### config.mk
export PLATFORM = sky130hd
export DESIGN_NAME = gpc3031_5_accum_ctrl
export DESIGN_NICKNAME = d
export VERILOG_FILES = /design/src/rtl/gpc_ctrl_pkg.sv /design/src/rtl/gpc3031_5.sv /design/src/rtl/gpc3031_5_accum_ctrl.sv
export SDC_FILE = /design/constraint.sdc
export NUM_CORES = 1
export LEC_CHECK = 0
export CAP_MARGIN = 20
export CORE_ASPECT_RATIO = 1.1
export CORE_UTILIZATION = 62
export DETAILED_ROUTE_END_ITERATION = 8
export DONT_BUFFER_PORTS = 1
export GPL_ROUTABILITY_DRIVEN = 0
export PLACE_DENSITY = 0.78
export SETUP_SLACK_MARGIN = 0.15
export SKIP_LAST_GASP = 1
export SLEW_MARGIN = 20
export SYNTH_ARGS = -nofsm -noshare
export SYNTH_HDL_FRONTEND = slang
export SYNTH_SLANG_ARGS = --single-unit
### constraint.sdc
create_clock -name clk -period 2.6 [get_ports clk]
set_input_delay 0.26 -clock clk [delete_from_list [all_inputs] [get_ports clk]]
set_output_delay 0.26 -clock clk [all_outputs]
set_load 0.02 [all_outputs]
### src/rtl/gpc_ctrl_pkg.sv
// -----------------------------------------------------------------------------
// gpc_ctrl_pkg
// Shared types and constants for the gpc3031_5 accumulate controller.
//   state_t        : frame sequencer states
//   GPC3031_MAX    : largest value one gpc3031_5 beat can produce
//   GPC3031_DST_W  : width of the gpc3031_5 result
//   acc_w_min()    : smallest accumulator width that holds a full frame sum
// -----------------------------------------------------------------------------
package gpc_ctrl_pkg;

   typedef enum logic [1:0] {
      IDLE  = 2'd0,
      ACCUM = 2'd1,
      DRAIN = 2'd2,
      DONE  = 2'd3
   } state_t;

   localparam int GPC3031_MAX   = 31;
   localparam int GPC3031_DST_W = 5;

   // Bits needed to hold beats * GPC3031_MAX without overflow.
   function automatic int acc_w_min(input int beats);
      return $clog2(GPC3031_MAX * beats + 1);
   endfunction

endpackage

### src/rtl/gpc3031_5.sv
// -----------------------------------------------------------------------------
// gpc3031_5
// Generalised parallel counter: one weight-1 bit, three weight-2 bits and
// three weight-8 bits compressed into a 5-bit binary value (0..31).
// Ports:
//   src0 [0]   weight-1 bit
//   src1 [2:0] weight-2 bits
//   src3 [2:0] weight-8 bits
//   dst  [4:0] src0 + 2*popcount(src1) + 8*popcount(src3)
// -----------------------------------------------------------------------------
module gpc3031_5
   import gpc_ctrl_pkg::*;
(
   input  logic                     src0,
   input  logic [2:0]               src1,
   input  logic [2:0]               src3,
   output logic [GPC3031_DST_W-1:0] dst
);

   logic sum1_s;
   logic car1_s;
   logic sum3_s;
   logic car3_s;

   // One full adder per column; the columns never overlap, so no carry chain.
   always_comb begin
      sum1_s = src1[0] ^ src1[1] ^ src1[2];
      car1_s = (src1[0] & src1[1]) | (src1[0] & src1[2]) | (src1[1] & src1[2]);
      sum3_s = src3[0] ^ src3[1] ^ src3[2];
      car3_s = (src3[0] & src3[1]) | (src3[0] & src3[2]) | (src3[1] & src3[2]);
      dst    = {car3_s, sum3_s, car1_s, sum1_s, src0};
   end

endmodule

### src/rtl/gpc3031_5_accum_ctrl.sv
// -----------------------------------------------------------------------------
// gpc3031_5_accum_ctrl
// Frame sequencer time-sharing one gpc3031_5 across a beat stream. BEATS
// accepted beats are compressed and summed; the frame sum is then offered on
// a valid/ready output. Frames never overlap.
// Parameters:
//   BEATS  beats per frame (>= 1)
//   ACC_W  accumulator / out_sum width (>= acc_w_min(BEATS))
// Ports:
//   clk, rst              clock (rising), asynchronous active-high reset
//   in_valid / in_ready   beat handshake
//   in_src0/1/3           weight-1 / weight-2 / weight-8 bits of a beat
//   out_valid / out_ready frame sum handshake
//   out_sum               registered frame sum, stable while stalled
//   busy                  high whenever the sequencer is not IDLE
// Build option:
//   GPC_PIPE_EN  adds a register stage between gpc3031_5 and the adder; the
//                final beat is then summed in a one-cycle DRAIN state.
// -----------------------------------------------------------------------------
module gpc3031_5_accum_ctrl
   import gpc_ctrl_pkg::*;
#(
   parameter int BEATS = 8,
   parameter int ACC_W = 8
) (
   input  logic             clk,
   input  logic             rst,
   input  logic             in_valid,
   output logic             in_ready,
   input  logic             in_src0,
   input  logic [2:0]       in_src1,
   input  logic [2:0]       in_src3,
   output logic             out_valid,
   input  logic             out_ready,
   output logic [ACC_W-1:0] out_sum,
   output logic             busy
);

   localparam int CNT_W = $clog2(BEATS + 1);
   localparam logic [CNT_W-1:0] LAST_CNT = CNT_W'(BEATS - 1);

`ifdef GPC_PIPE_EN
   localparam state_t FINAL_ST = DRAIN;
`else
   localparam state_t FINAL_ST = DONE;
`endif

   generate
      if (BEATS < 1) begin : g_bad_beats
         $error("gpc3031_5_accum_ctrl: BEATS must be at least 1");
      end
      if (ACC_W < acc_w_min(BEATS)) begin : g_bad_acc_w
         $error("gpc3031_5_accum_ctrl: ACC_W too narrow for BEATS*31");
      end
   endgenerate

   state_t                   state_r;
   state_t                   state_nx_s;
   logic [ACC_W-1:0]         acc_r;
   logic [ACC_W-1:0]         acc_nx_s;
   logic [CNT_W-1:0]         cnt_r;
   logic [CNT_W-1:0]         cnt_nx_s;
   logic [ACC_W-1:0]         sum_nx_s;
   logic [ACC_W-1:0]         out_sum_r;
   logic                     in_ready_r;
   logic                     out_valid_r;
   logic                     busy_r;
   logic                     accept_s;
   logic                     last_s;
   logic [GPC3031_DST_W-1:0] dst_s;
   logic [ACC_W-1:0]         add_s;

   assign in_ready  = in_ready_r;
   assign out_valid = out_valid_r;
   assign out_sum   = out_sum_r;
   assign busy      = busy_r;

   assign accept_s  = in_valid & in_ready_r;
   assign last_s    = (cnt_r == LAST_CNT);

   gpc3031_5 u_gpc (
      .src0 (in_src0),
      .src1 (in_src1),
      .src3 (in_src3),
      .dst  (dst_s)
   );

`ifdef GPC_PIPE_EN
   logic [GPC3031_DST_W-1:0] pipe_dst_r;
   logic                     pipe_vld_r;

   // Pipe stage: holds the compressed beat plus a tag saying it was accepted.
   always_ff @(posedge clk or posedge rst) begin
      if (rst) begin
         pipe_dst_r <= {GPC3031_DST_W{1'b0}};
         pipe_vld_r <= 1'b0;
      end else begin
         pipe_dst_r <= dst_s;
         pipe_vld_r <= accept_s;
      end
   end

   assign add_s = pipe_vld_r ? ACC_W'(pipe_dst_r) : {ACC_W{1'b0}};
`else
   assign add_s = accept_s ? ACC_W'(dst_s) : {ACC_W{1'b0}};
`endif

   // Next-state, accumulator and beat-count logic.
   always_comb begin
      state_nx_s = state_r;
      acc_nx_s   = acc_r;
      cnt_nx_s   = cnt_r;
      sum_nx_s   = out_sum_r;

      case (state_r)
         IDLE: begin
            // acc is always zero here, so loading add_s equals acc = dst.
            acc_nx_s = add_s;
            if (accept_s) begin
               cnt_nx_s = CNT_W'(1);
               if (BEATS == 1) begin
                  state_nx_s = FINAL_ST;
               end else begin
                  state_nx_s = ACCUM;
               end
            end else begin
               cnt_nx_s = cnt_r;
            end
         end
         ACCUM: begin
            // With the pipe, the previous beat lands here even in a gap.
            acc_nx_s = acc_r + add_s;
            if (accept_s) begin
               cnt_nx_s = cnt_r + CNT_W'(1);
               if (last_s) begin
                  state_nx_s = FINAL_ST;
               end else begin
                  state_nx_s = ACCUM;
               end
            end else begin
               cnt_nx_s = cnt_r;
            end
         end
`ifdef GPC_PIPE_EN
         DRAIN: begin
            acc_nx_s   = acc_r + add_s;
            state_nx_s = DONE;
         end
`endif
         DONE: begin
            if (out_ready) begin
               acc_nx_s   = {ACC_W{1'b0}};
               cnt_nx_s   = {CNT_W{1'b0}};
               state_nx_s = IDLE;
            end else begin
               state_nx_s = DONE;
            end
         end
         default: begin
            acc_nx_s   = {ACC_W{1'b0}};
            cnt_nx_s   = {CNT_W{1'b0}};
            state_nx_s = IDLE;
         end
      endcase

      // Capture the completed sum once, on entry to DONE.
      if ((state_nx_s == DONE) && (state_r != DONE)) begin
         sum_nx_s = acc_nx_s;
      end else begin
         sum_nx_s = out_sum_r;
      end
   end

   // State, datapath and registered handshake outputs.
   always_ff @(posedge clk or posedge rst) begin
      if (rst) begin
         state_r     <= IDLE;
         acc_r       <= {ACC_W{1'b0}};
         cnt_r       <= {CNT_W{1'b0}};
         out_sum_r   <= {ACC_W{1'b0}};
         in_ready_r  <= 1'b1;
         out_valid_r <= 1'b0;
         busy_r      <= 1'b0;
      end else begin
         state_r     <= state_nx_s;
         acc_r       <= acc_nx_s;
         cnt_r       <= cnt_nx_s;
         out_sum_r   <= sum_nx_s;
         in_ready_r  <= (state_nx_s == IDLE) || (state_nx_s == ACCUM);
         out_valid_r <= (state_nx_s == DONE);
         busy_r      <= (state_nx_s != IDLE);
      end
   end

endmodule

==> results.yml <==
cts:
  clkTransAtPathRegs_ns: 0.14
  cts_tree: "yes"
  cts-buffers-inserted: 3
  postCtsSetupRepairBufs: 0
  clock_tree.root_cell: "clkbuf_4"
  clkSinkCount: 25
  htreeDepth: 1
  cts.hold.buffers_added: 0
  clk_latency_ns: 0.33
  cts.path.max_buffers: 2
setup_path:
  cp-start-kind: "flip-flop"
  required_ns: 2.86
  slowest_delay_ns: 0.63
  r2r_cells: 7
  endpoint_kind: "flip-flop"
  crit_fanout: 8
  worstPathArrival_ns: 2.64
  timing.rr.end: "out_sum[6]"
  r2r_start: "in_ready"
  cp_slowest_cell: "or4b_2"
  critical_path_class: "reg -> reg"
  r2r_slack_ns: 0.22
  path_cells: "and3_1, ha_4, fa_2, a211oi_1, or4b_2, o221a_2, a31oi_1"
synth:
  syn_area_mm2: 0.00153
  synth_top_flop_cell: "dfrtp_1"
  async_reset_ff_share_pct: 100
  ys_seq_area_share_pct: 41.0
  avgSynthCellArea_um2: 10.1
  syn_inst: 152
  ys_types: 44
  synth_edf_count: 0
  yosysWarnings: 0
  synth_nets: 172
  ys_ff_latch: 25
floorplan:
  io_pins: 22
  start_util_pct: 66.5
  std_cell_rows: 18
  die_h_um: 54.1
  core_area_mm2: 0.00230
  die_area_mm2: 0.00267
  fp.dieW_um: 49.3
finish:
  multi_input_comb_area_um2: 842
  num_antenna_cells: 0
  final_common_cell: "dfrtp_1"
  final_util_pct: 69.7
  seq_area_um2: 627
  design_area_mm2: 0.00160
  layout_common_cells: "dfrtp_1 (24), a22o_1 (12), nand2_1 (12)"
  area_delta_synth_final_pct: 4.83
  nets: 174
  layout-drive-gt1-share_pct: 13.7
  fillerInstances: 184
pwr:
  p_switching_mw: 0.772
  internal_power_mw: 1.03
  share_comb_of_total_power_pct: 46.5
  p_leak_nw: 0.744
  power_frac_seq_pct: 43.6
  p_clk_share_pct: 9.9
  ir_drop_v: 0.000677
  p_per_area_mw_per_mm2: 1130
  switching_share_pct: 42.7
grt:
  grt_use_total_pct: 26.2
  grt_pass1_wl_um: 5100
  grt_pass1_vias: 1142
  grt_max_degree: 26
  gr-total-overflow: 0
  antenna_found_initial: 0
hold_path:
  hold_class: "in -> async"
detailed_routing:
  dr.pass1.iters: 4
  routedWlPerCell_um: 17.1
  vias: 1187
  drtIter0Drc: 30
  wl_um: 3130
  ant_nets: 0
  viasPerCell: 6.49
  drc_errors: 0
sta:
  slew_viol_final: 0
  slew_headroom_pct: 38.9
  finalCriticalPeriod_ns: 2.38
  worstMarginPinSlew_ns: 0.915
  fmax_ghz: 0.421
  finalClockSkew_ns: 0.00474
  fin_crit_sh_pct: 91.5
  rsz0062_at_grt: "false"
  hold_viol: 6
  setup-tns-final_ns: 0
  finalSetupViolCount: 0
  fin_hold_ws_ns: -0.00234
place:
  placed_area_mm2: 0.00155
  portBuffers: 0
  place_hpwl_um: 2250
run:
  maxCapViolations: 0
outcome:
  violations: "hold timing"
  outcome: "complete, but fails checks"
[logic make-up (layout without fill, tap and decap cells)]
kind of cell,Yosys count,count (layout),share of synthesized area (%)
AND/OR/NAND/NOR,49,49,17.8
multiplexers,6,6,4.18
AO/OA/AOI/OAI,46,46,22.4
buffers and inverters,16,17,5.16
flip-flops,25,25,41.0
XOR/XNOR,1,1,0.573
adder cells (fa/ha/maj),9,9,8.85
[worst max path at each step]
| stage | endpoint | cells after the start | start | slack, ns |
|---|---|---|---|---|
| 3_3_place_gp | out_sum[7] | 7 | in_src1[0] | 0.16 |
| 4_1_cts | acc_r[6] | 7 | in_ready | 0.19 |
| 6_report | out_sum[6] | 7 | in_ready | 0.22 |
| 2_1_floorplan | out_sum[7] | 7 | in_src1[0] | 0.22 |
| 3_5_place_dp | out_sum[7] | 7 | in_src1[0] | 0.15 |
| 5_1_grt | out_sum[6] | 7 | in_ready | 0.15 |
[what timing repair did]
item / 4_1_cts / 5_1_grt
gates resized for setup: 0 / 5
setup endpoints to repair: 0 / 3
endpoints found under the hold margin: 0 / 0
[worst max-delay path: cells and delay by family (launching register included)]
kind,cells,cell delay [ns]
flip-flops,1,0.62
AND/OR/NAND/NOR,2,0.86
adder cells (fa/ha/maj),2,0.41
AO/OA/AOI/OAI,3,0.41
[cell type report]
| type | instances | area share [%] |
|---|---|---|
| flip-flops and latches | 25 | 39.1 |
| multi-input cells | 111 | 52.6 |
| well taps | 30 | 2.34 |
| clock inverters | 1 | 0.312 |
| clock buffers | 3 | 1.41 |
| repair buffers | 5 | 2.34 |
| inverters | 8 | 1.87 |
[synthesized netlist by cell type, types with 2 or more instances]
library cell | n | share of area [%]
a211oi_1 | 4 | 2.0
a21o_1 | 3 | 1.5
a21oi_1 | 3 | 0.98
a22o_1 | 12 | 6.9
a31oi_1 | 2 | 0.82
and3_1 | 4 | 1.6
buf_6 | 2 | 1.5
clkbuf_1 | 5 | 1.2
dfrtp_1 | 24 | 39
fa_1 | 3 | 3.9
ha_1 | 6 | 4.9
inv_1 | 8 | 2.0
mux2_2 | 3 | 2.2
mux2i_1 | 3 | 2.0
nand2_1 | 12 | 2.9
nand3_1 | 4 | 1.3
nor2_1 | 11 | 2.7
nor3_1 | 5 | 1.6
o21ai_0 | 9 | 2.9
o311ai_0 | 2 | 1.1
o31ai_1 | 3 | 1.5
or4_1 | 2 | 0.98
[per-stage QoR]
| step | cells | worst slack, ns | power, mW |
|---|---|---|---|
| global placement | 179 | 0.164 | 1.55 |
| finish | 183 | 0.222 | 1.81 |
| detailed placement | 179 | 0.152 | 1.60 |
| CTS | 183 | 0.188 | 1.78 |
| floorplan | 152 | 0.222 | 1.44 |
| global route | 183 | 0.151 | 1.94 |
[sequential cells by signal (all words and copies together) (netlist names)]
name,flops
out_sum,8
cnt_r,4
acc_r,8
busy,1
out_valid,1
in_ready,1
state_r,2
[power by group through the flow]
stage / logic [mW] / registers [mW] / clock network (mW)
after global routing: 0.933 / 0.810 / 0.195
after CTS: 0.814 / 0.782 / 0.180
after detailed placement: 0.808 / 0.791 / 0
after global placement: 0.773 / 0.780 / 0
after floorplan: 0.695 / 0.740 / 0
final: 0.840 / 0.788 / 0.179
[metal layers]
metal	track usage (%)	routed length (µm)
met2	43.4	1540
met4	12.3	45
met5	0	0
met3	4.24	149
met1	33.9	1390
No activity file was read; power rests on OpenSTA's default activity.
